**config.mk**
```make
export PLATFORM = sky130hd
export DESIGN_NAME = move_arbiter
export DESIGN_NICKNAME = d
export VERILOG_FILES = /design/src/rtl/move_arbiter.sv
export SDC_FILE = /design/constraint.sdc
export NUM_CORES = 1
export LEC_CHECK = 0
export BUFFER_PORTS_ARGS = -buffer_cell sky130_fd_sc_hd__buf_2
export CAP_MARGIN = 10
export CORE_ASPECT_RATIO = 1.25
export CORE_MARGIN = 4
export CORE_UTILIZATION = 45
export CTS_BUF_LIST = sky130_fd_sc_hd__clkbuf_2 sky130_fd_sc_hd__clkbuf_4 sky130_fd_sc_hd__clkbuf_8
export CTS_CLUSTER_SIZE = 28
export DETAILED_ROUTE_END_ITERATION = 16
export PLACE_DENSITY = 0.65
export SYNTH_ARGS = -nofsm -noshare
export SYNTH_HDL_FRONTEND = slang
export SYNTH_SLANG_ARGS = --single-unit
```
**constraint.sdc**
```tcl
create_clock -name i_clk_100mhz -period 3.1 [get_ports i_clk_100mhz]
set_input_delay 0.775 -clock i_clk_100mhz [delete_from_list [all_inputs] [get_ports i_clk_100mhz]]
set_output_delay 0.775 -clock i_clk_100mhz [all_outputs]
set_load 0.01 [all_outputs]
```
**src/rtl/move_arbiter.sv**
```systemverilog
// move_arbiter
//   Merges move requests from the mouse decoder and the button cursor into a
//   single one-hot move offer for the game FSM. It also enforces an ack
//   timeout on each offer and a hold-off window after every accepted move.
//
// Ports
//   i_clk_100mhz    sole clock, rising edge
//   i_reset         asynchronous active-high reset
//   i_mouse_square  clicked-square matrix (0 = no click)
//   i_btn_left/right/down/center  debounced button levels
//   i_occupied      squares already holding X or O
//   i_game_active   high while the game accepts moves
//   i_move_ack      single-cycle acceptance from the game FSM
//   o_move_valid    move offer
//   o_move_square   one-hot target, stable while o_move_valid is high
//   o_cursor        one-hot button cursor position
//   o_source        origin of the current/last offer (0 mouse, 1 buttons)
//   o_reject        single-cycle pulse when a request is refused
//
// state      | meaning
// ST_IDLE    | waiting for a mouse click or a centre press
// ST_OFFER   | move_valid high, waiting for move_ack (bounded by ACK_TIMEOUT)
// ST_HOLDOFF | ignoring requests for HOLDOFF_CYCLES after an accepted move
module move_arbiter #(
  parameter int HOLDOFF_CYCLES = 1000000,
  parameter int ACK_TIMEOUT    = 255
) (
  input  logic       i_clk_100mhz,
  input  logic       i_reset,
  input  logic [8:0] i_mouse_square,
  input  logic       i_btn_left,
  input  logic       i_btn_right,
  input  logic       i_btn_down,
  input  logic       i_btn_center,
  input  logic [8:0] i_occupied,
  input  logic       i_game_active,
  input  logic       i_move_ack,
  output logic       o_move_valid,
  output logic [8:0] o_move_square,
  output logic [8:0] o_cursor,
  output logic       o_source,
  output logic       o_reject
);

  localparam int HW = $clog2(HOLDOFF_CYCLES + 1);
  localparam int AW = $clog2(ACK_TIMEOUT + 1);
  localparam logic [HW-1:0] HOLD_LOAD = HW'(HOLDOFF_CYCLES - 1);
  localparam logic [AW-1:0] ACK_LOAD  = AW'(ACK_TIMEOUT - 1);

  typedef enum logic [1:0] {ST_IDLE, ST_OFFER, ST_HOLDOFF} state_t;

  state_t          r_state;
  state_t          w_state_nxt;
  logic            r_armed;
  logic            r_btn_l_d, r_btn_r_d, r_btn_dn_d, r_btn_c_d, r_mouse_nz_d;
  logic [3:0]      r_cur_idx;
  logic [3:0]      w_idx_nxt;
  logic [8:0]      r_move_square;
  logic            r_source;
  logic            r_reject;
  logic [AW-1:0]   r_ack_cnt;
  logic [HW-1:0]   r_hold_cnt;

  logic            w_edge_l, w_edge_r, w_edge_dn, w_edge_c;
  logic            w_mouse_nz, w_mouse_req, w_mouse_onehot;
  logic [8:0]      w_cursor_oh;
  logic            w_take, w_take_src, w_reject_nxt;
  logic [8:0]      w_take_sq;

  // r_armed stays low for the first cycle after reset so a level already high
  // at reset release only loads the history and never counts as an edge.
  assign w_edge_l    = r_armed & i_btn_left   & ~r_btn_l_d;
  assign w_edge_r    = r_armed & i_btn_right  & ~r_btn_r_d;
  assign w_edge_dn   = r_armed & i_btn_down   & ~r_btn_dn_d;
  assign w_edge_c    = r_armed & i_btn_center & ~r_btn_c_d;
  assign w_mouse_nz  = |i_mouse_square;
  assign w_mouse_req = r_armed & w_mouse_nz & ~r_mouse_nz_d;
  assign w_mouse_onehot = w_mouse_nz & ~|(i_mouse_square & (i_mouse_square - 9'd1));
  assign w_cursor_oh = 9'd1 << r_cur_idx;

  always_comb begin
    w_idx_nxt = r_cur_idx;
    if (w_edge_dn)
      w_idx_nxt = (r_cur_idx >= 4'd6) ? r_cur_idx - 4'd6 : r_cur_idx + 4'd3;
    else if (w_edge_r && !w_edge_l)
      w_idx_nxt = (r_cur_idx == 4'd8) ? 4'd0 : r_cur_idx + 4'd1;
    else if (w_edge_l && !w_edge_r)
      w_idx_nxt = (r_cur_idx == 4'd0) ? 4'd8 : r_cur_idx - 4'd1;
  end

  always_comb begin
    w_state_nxt  = r_state;
    w_reject_nxt = 1'b0;
    w_take       = 1'b0;
    w_take_sq    = '0;
    w_take_src   = 1'b0;
    case (r_state)
      ST_IDLE: begin
        if (i_game_active) begin
          // a mouse click shadows a same-cycle centre press
          if (w_mouse_req) begin
            if (!w_mouse_onehot || |(i_mouse_square & i_occupied)) begin
              w_reject_nxt = 1'b1;
            end else begin
              w_take    = 1'b1;
              w_take_sq = i_mouse_square;
            end
          end else if (w_edge_c) begin
            if (|(w_cursor_oh & i_occupied)) begin
              w_reject_nxt = 1'b1;
            end else begin
              w_take     = 1'b1;
              w_take_sq  = w_cursor_oh;
              w_take_src = 1'b1;
            end
          end
        end
        if (w_take) w_state_nxt = ST_OFFER;
      end
      ST_OFFER: begin
        if (i_move_ack) begin
          w_state_nxt = ST_HOLDOFF;
        end else if (!i_game_active) begin
          w_state_nxt = ST_IDLE;
        end else if (r_ack_cnt == '0) begin
          w_state_nxt  = ST_IDLE;
          w_reject_nxt = 1'b1;
        end
      end
      ST_HOLDOFF: begin
        if (r_hold_cnt == '0) w_state_nxt = ST_IDLE;
      end
      default: w_state_nxt = ST_IDLE;
    endcase
  end

  always_ff @(posedge i_clk_100mhz or posedge i_reset) begin
    if (i_reset) begin
      r_state       <= ST_IDLE;
      r_armed       <= 1'b0;
      r_btn_l_d     <= 1'b0;
      r_btn_r_d     <= 1'b0;
      r_btn_dn_d    <= 1'b0;
      r_btn_c_d     <= 1'b0;
      r_mouse_nz_d  <= 1'b0;
      r_cur_idx     <= 4'd4;
      r_move_square <= '0;
      r_source      <= 1'b0;
      r_reject      <= 1'b0;
      r_ack_cnt     <= '0;
      r_hold_cnt    <= '0;
    end else begin
      r_state      <= w_state_nxt;
      r_armed      <= 1'b1;
      r_btn_l_d    <= i_btn_left;
      r_btn_r_d    <= i_btn_right;
      r_btn_dn_d   <= i_btn_down;
      r_btn_c_d    <= i_btn_center;
      r_mouse_nz_d <= w_mouse_nz;
      r_cur_idx    <= w_idx_nxt;
      r_reject     <= w_reject_nxt;
      if (w_take) begin
        r_move_square <= w_take_sq;
        r_source      <= w_take_src;
      end
      // loaded with N-1 so the terminal count falls on the Nth cycle
      if (w_take)
        r_ack_cnt <= ACK_LOAD;
      else if (r_state == ST_OFFER && r_ack_cnt != '0)
        r_ack_cnt <= r_ack_cnt - 1'b1;
      if (r_state == ST_OFFER && w_state_nxt == ST_HOLDOFF)
        r_hold_cnt <= HOLD_LOAD;
      else if (r_state == ST_HOLDOFF && r_hold_cnt != '0)
        r_hold_cnt <= r_hold_cnt - 1'b1;
    end
  end

  // decoded from the state register so reset removes the offer immediately
  assign o_move_valid  = (r_state == ST_OFFER);
  assign o_move_square = r_move_square;
  assign o_cursor      = w_cursor_oh;
  assign o_source      = r_source;
  assign o_reject      = r_reject;

endmodule

```
# Yosys cells after proc, flatten, opt, wreduce, memory -nomap -nowiden
# Index checks and enable logic that the tools add are counted.
op_classes:
  add_sub_neg: 7
  n_lt_le_gt_ge: 1
  bitwise_logic: 19
  n_mux: 41
  shifts: 1
  n_reduce_logical: 23
  n_eq_ne: 4
ops:
  columns: ["operator", "count"]
  rows:
  - ["9-bit 2-to-1 mux", 6]
  - ["20-bit 2-to-1 mux", 2]
  - ["9-bit OR reduction", 4]
  - ["9-bit AND", 3]
  - ["4-bit 2-to-1 mux", 6]
  - ["20-bit logical NOT", 1]
  - ["20-bit nonzero test", 1]
  - ["20-bit by 1-bit subtractor with 20-bit output, second input constant", 1]
  - ["1-bit 2-to-1 mux", 18]
  - ["8-bit 2-to-1 mux", 2]
  - ["1-bit AND", 11]
  - ["2-bit 2-to-1 mux", 5]
  - ["1-bit by 4-bit left shift with 9-bit output, first input constant", 1]
  - ["9-bit by 1-bit subtractor with 9-bit output, second input constant", 1]
  - ["8-bit logical NOT", 1]
  - ["8-bit nonzero test", 1]
  - ["8-bit by 1-bit subtractor with 8-bit output, second input constant", 1]
  - ["2-bit one-hot mux with 3 select lines", 1]
  - ["1-bit logical AND", 5]
  - ["1-bit NOT", 5]
  - ["4-bit by 1-bit adder with 4-bit output, second input constant", 1]
  - ["4-bit by 2-bit adder with 4-bit output, second input constant", 1]
  - ["2-bit equality test, second input constant", 2]
  - ["4-bit equality test, second input constant", 1]
  - ["other kinds (11)", 15]
totals:
  in_bits: 26
  reg_bits: 51
  word_cells: 109
  out_inout_bits: 21

# Longest topological paths before layout
logic_depth:
  ltp_word: 16
  mapped_depth: 10
  mapped_depth_nobuf: 9

# Worst setup path after synthesis
# OpenSTA, ideal clock, no wires.
synth_path:
  path_type: "input-to-reg"
  startpoint: "input i_mouse_square[0]"
  endpoint: "register r_move_square[1], in the netlist o_move_square[1]"
  slack_ps: 638
  t_arrival_ps: 2344
  n_path_buf: 1
  path_stages: 7
  setup_ps: 118
  path_cell_list: "nor4_2 -> nand2_1 -> o41ai_1 -> and4_1 -> nor2_1 -> clkbuf_1 -> a21o_1"
synth_between:
  elab_chain_cells: 12
synth_rtl:
  columns: ["item", "line", "source"]
  rows:
  - ["from (decl)", "30", "input logic [8:0] i_mouse_square,"]
  - ["9-bit by 1-bit subtractor with 9-bit output", "78", "assign w_mouse_onehot = w_mouse_nz & ~|(i_mouse_square & (i_mouse_square - 9'd1));"]
  - ["9-bit AND", "78", null]
  - ["9-bit OR reduction", "78", null]
  - ["1-bit logical NOT", "78", null]
  - ["1-bit AND", "78", null]
  - ["1-bit logical NOT", "102", "if (!w_mouse_onehot || |(i_mouse_square & i_occupied)) begin"]
  - ["1-bit logical OR", "102", null]
  - ["1-bit 2-to-1 mux", "102", null]
  - ["1-bit 2-to-1 mux", "101", "if (w_mouse_req) begin"]
  - ["1-bit 2-to-1 mux", "99", "if (i_game_active) begin"]
  - ["1-bit 2-to-1 mux (2 in series)", "97", "case (r_state)"]
  - ["to (signal assigned)", "163", "r_move_square <= w_take_sq;"]
  - ["to (decl)", "58", "logic [8:0] r_move_square;"]
# Parallel ways exist; a longest one is shown, timed or not. The select of a mux whose other input is x is not followed.
# A chain may end at the register's enable or synchronous reset.

# Worst setup path after layout
layout_path:
  startpoint: "register r_cur_idx[1]"
  endpoint: "output o_cursor[4]"
layout_between:
  elab_chain_cells: 1
layout_rtl:
  columns: ["item", "line", "source"]
  rows:
  - ["from (decl)", "56", "logic [3:0] r_cur_idx;"]
  - ["from (signal assigned)", "160", "r_cur_idx <= w_idx_nxt;"]
  - ["1-bit by 4-bit left shift with 9-bit output", "79", "assign w_cursor_oh = 9'd1 << r_cur_idx;"]
  - ["to (decl)", "40", "output logic [8:0] o_cursor,"]
# Every way passes these cells.

==> impl_metrics.yaml <==
status:
  status: "complete, no violations"
setup_path:
  r2r-start: "r_hold_cnt[12]$_DFFE_PP0P_"
  r2r-end: "r_hold_cnt[0]$_DFFE_PP0P_"
  critPathKind: "reg -> out"
  cp_slowest_cell: "dfrtp_1"
  endpoint: "o_cursor[4]"
  endpoint_kind: "primary output"
  critPathMostFrequentCell: "inv_1"
  crit_chain: "inv_1, ha_1, inv_1, nor3_1, buf_2"
  crit_start: "r_cur_idx[1]$_DFFE_PP0P_"
  worstPathArrival_ps: 1870
  reg2reg_depth: 6
  critPathMaxFanout: 7
  slowest_delay_ps: 470
  cp-start-kind: "register"
  crit_required_ps: 2320
  reg2reg_setup_slack_ps: 640
placement:
  io_buffers: 46
  gp_congestion: 0.918
  dp_hpwl_um: 5530
clock_tree:
  cts_sinks: 51
  htree_levels: 2
  cts.clk_slew.worst_paths_ps: 90
  clk_latency_ps: 310
  clock_path_buffers: 2
  hold_buffers: 0
  postCtsSetupRepairBufs: 0
  cts_tree: "done"
  cts_made_buffers: 5
  cts_resized: 0
  cts_root_buf: "clkbuf_8"
detailed_routing:
  drt-pass1-iter-count: 4
  final_antenna_net_count: 0
  vias: 2589
  avgViaCountPerCell: 5.58
  drc: 0
  avgRoutedWirePerCell_um: 15.6
  totalWireLength_um: 7250
  drtIter0Drc: 146
power:
  p_leak_nw: 1.52
  powerDensity_mw_per_mm2: 506
  irDropWorstVdd_uv: 355
global_route:
  grtUsageMet3_pct: 3.31
  gr-max-usage-layer: "met2"
  first_global_vias: 2525
  grt_max_degree: 45
  gr-total-overflow: 0
  grt_usage_pct: 18.9
  grt_pass1_wl_um: 12100
  grt_util_met1_pct: 24.9
  use_met2_pct: 31.1
  antenna_found_initial: 0
finish:
  layout.nets: 417
  antenna_cells: 0
  fillCellCount: 630
  layout-drive-gt1-share_pct: 20.7
  area_growth_pct: 14.0
  fin_util_pct: 53.1
synth:
  yosysWarnings: 0
  synth_ff_type: "dfrtp_1"
  yosysUniqueCellTypes: 58
  ys_ff_latch: 51
  synth_area_mm2: 0.00308
  ys_top_cells_by_area: "dfrtp_1, ha_1, nand2_1"
  syn_avg_cell_area_um2: 9.36
  yosysTopAreaCellShare_pct: 40.7
  synth_edf_count: 0
  synth_top_area_cell: "dfrtp_1"
  synth.net_count: 369
  synthCells: 329
  synthArstFlopShare_pct: 100
  synth_commonest_cells: "dfrtp_1, nand2_1, nor2_1"
  synth_most_common_cell: "dfrtp_1"
  ys_seq_area_share_pct: 41.5
timing:
  min_period_over_period_pct: 85.4
  hold_violations: 0
  rsz0062_at_grt: "no"
  fin_crit_ps: 2650
  drv_slew: 0
  max_slew.worst_pin.slew_ps: 922
  fmax_mhz: 378
  finalSetupTns_ps: 0
  holdWs_ps: 481
  max_slew_margin_pct: 38.5
  clock_skew_ps: 13.6
  setup_viol: 0
floorplanning:
  core_area_mm2: 0.00661
  chipWidth_um: 82.0
  num_io_pins: 47
  rows: 33
  dieArea_mm2: 0.00824
  start_util_pct: 46.6
  die_h_um: 100
worst_hold_path:
  hold_path_class: "reg -> reg"
run:
  cap_violations: 0
-- cells in the final DEF, fill, tap and decap left out, drive strengths merged, types with 2 or more instances in the layout --
cell type and n:
a31oi 4, and3 3, xnor2 14, nor4 7
a21o 5, clkbuf 6, o41ai 3, ha 14
mux2 3, o221a 4, a21oi 16, nor4b 2
nor3 11, a222oi 2, inv 12, nor2b 8
dfrtp 50, a221o 2, nand3 9, or3 7
nand2b 5, a22o 5, nand4 5, o211ai 3
buf 51, xor2 6, o31ai 3, and4 3
and2 6, and3b 2, o21ai 17, nor2 25
mux2i 3, or4 6, or2 2, nand2 38
-- worst max-delay path, delay by kind of cell (launching register included) --
kind	cells	cell delay, ps
and+or+nand+nor	1	320
adders and majority gates	1	260
buffers and inverters	3	520
DFF	1	470
-- sequential cells by signal, summed over array words and instances, names as in the netlist --
signal,flops
o_source,1
r_hold_cnt,20
r_btn_dn_d,1
r_btn_r_d,1
r_cur_idx,4
r_armed,1
o_reject,1
r_btn_l_d,1
r_ack_cnt,8
o_move_square,9
r_mouse_nz_d,1
r_btn_c_d,1
r_state,2
-- kinds of logic after synthesis --
| logic type | after synthesis | synth area share, % |
|---|---|---|
| buf+inv | 22 | 3.17 |
| flops | 51 | 41.5 |
| xor+xnor | 20 | 5.69 |
| fa+ha+maj | 14 | 5.69 |
| mux | 6 | 2.07 |
| other cells | 1 | 0.122 |
| compound gates | 73 | 16.5 |
| simple gates | 142 | 25.2 |
-- report_power, final --
group | internal [W] | leakage [nW] | total, W | switching (W)
logic | 0.000225 | 0.914 | 0.000530 | 0.000304
clock network | 0.000246 | 0.0547 | 0.000463 | 0.000218
registers | 0.000700 | 0.550 | 0.000781 | 0.0000816
total | 0.00117 | 1.52 | 0.00177 | 0.000603
-- routing by layer --
| metal | up-vias | share of wire [%] |
|---|---|---|
| li1 | 1283 | - |
| met1 | 1241 | 43 |
| met2 | 58 | 51 |
| met3 | 7 | 4.4 |
| met4 | 0 | 1.4 |
| met5 | - | 0 |
-- cell type report --
type | count | area, µm² | share of cell area (%)
Timing Repair Buffer | 51 | 268 | 7.63
Clock inverter | 1 | 30.0 | 0.856
Clock buffer | 6 | 76.3 | 2.18
Sequential cell | 51 | 1280 | 36.4
Tap cell | 87 | 109 | 3.10
Multi-Input combinational cell | 256 | 1700 | 48.5
Inverter | 12 | 45.0 | 1.28
-- through the flow --
| step | total power, W | setup WS (ps) | instances | cell area, µm² |
|---|---|---|---|---|
| 2_1_floorplan | 0.00115 | 638 | 329 | 3080 |
| 3_3_place_gp | 0.00131 | 348 | 457 | 3400 |
| 3_5_place_dp | 0.00132 | 313 | 457 | 3400 |
| 4_1_cts | 0.00179 | 466 | 464 | 3510 |
| 5_1_grt | 0.00190 | 309 | 464 | 3510 |
| 6_report | 0.00177 | 451 | 464 | 3510 |
-- worst min-delay path by stage --
stage / from / end / cells after the start / slack [ps]
final: o_move_square[1]$_DFFE_PP0P_ / o_move_square[1]$_DFFE_PP0P_ / 1 / 480
after global routing: o_move_square[2]$_DFFE_PP0P_ / o_move_square[2]$_DFFE_PP0P_ / 1 / 510
after CTS: o_source$_DFFE_PP0P_ / o_source$_DFFE_PP0P_ / 1 / 490
after detailed placement: o_source$_DFFE_PP0P_ / o_source$_DFFE_PP0P_ / 1 / 470
after global placement: o_move_square[3]$_DFFE_PP0P_ / o_move_square[3]$_DFFE_PP0P_ / 1 / 460
after floorplan: r_ack_cnt[7]$_DFFE_PP0P_ / r_ack_cnt[7]$_DFFE_PP0P_ / 2 / 480
No activity file was read; power rests on OpenSTA's default activity.
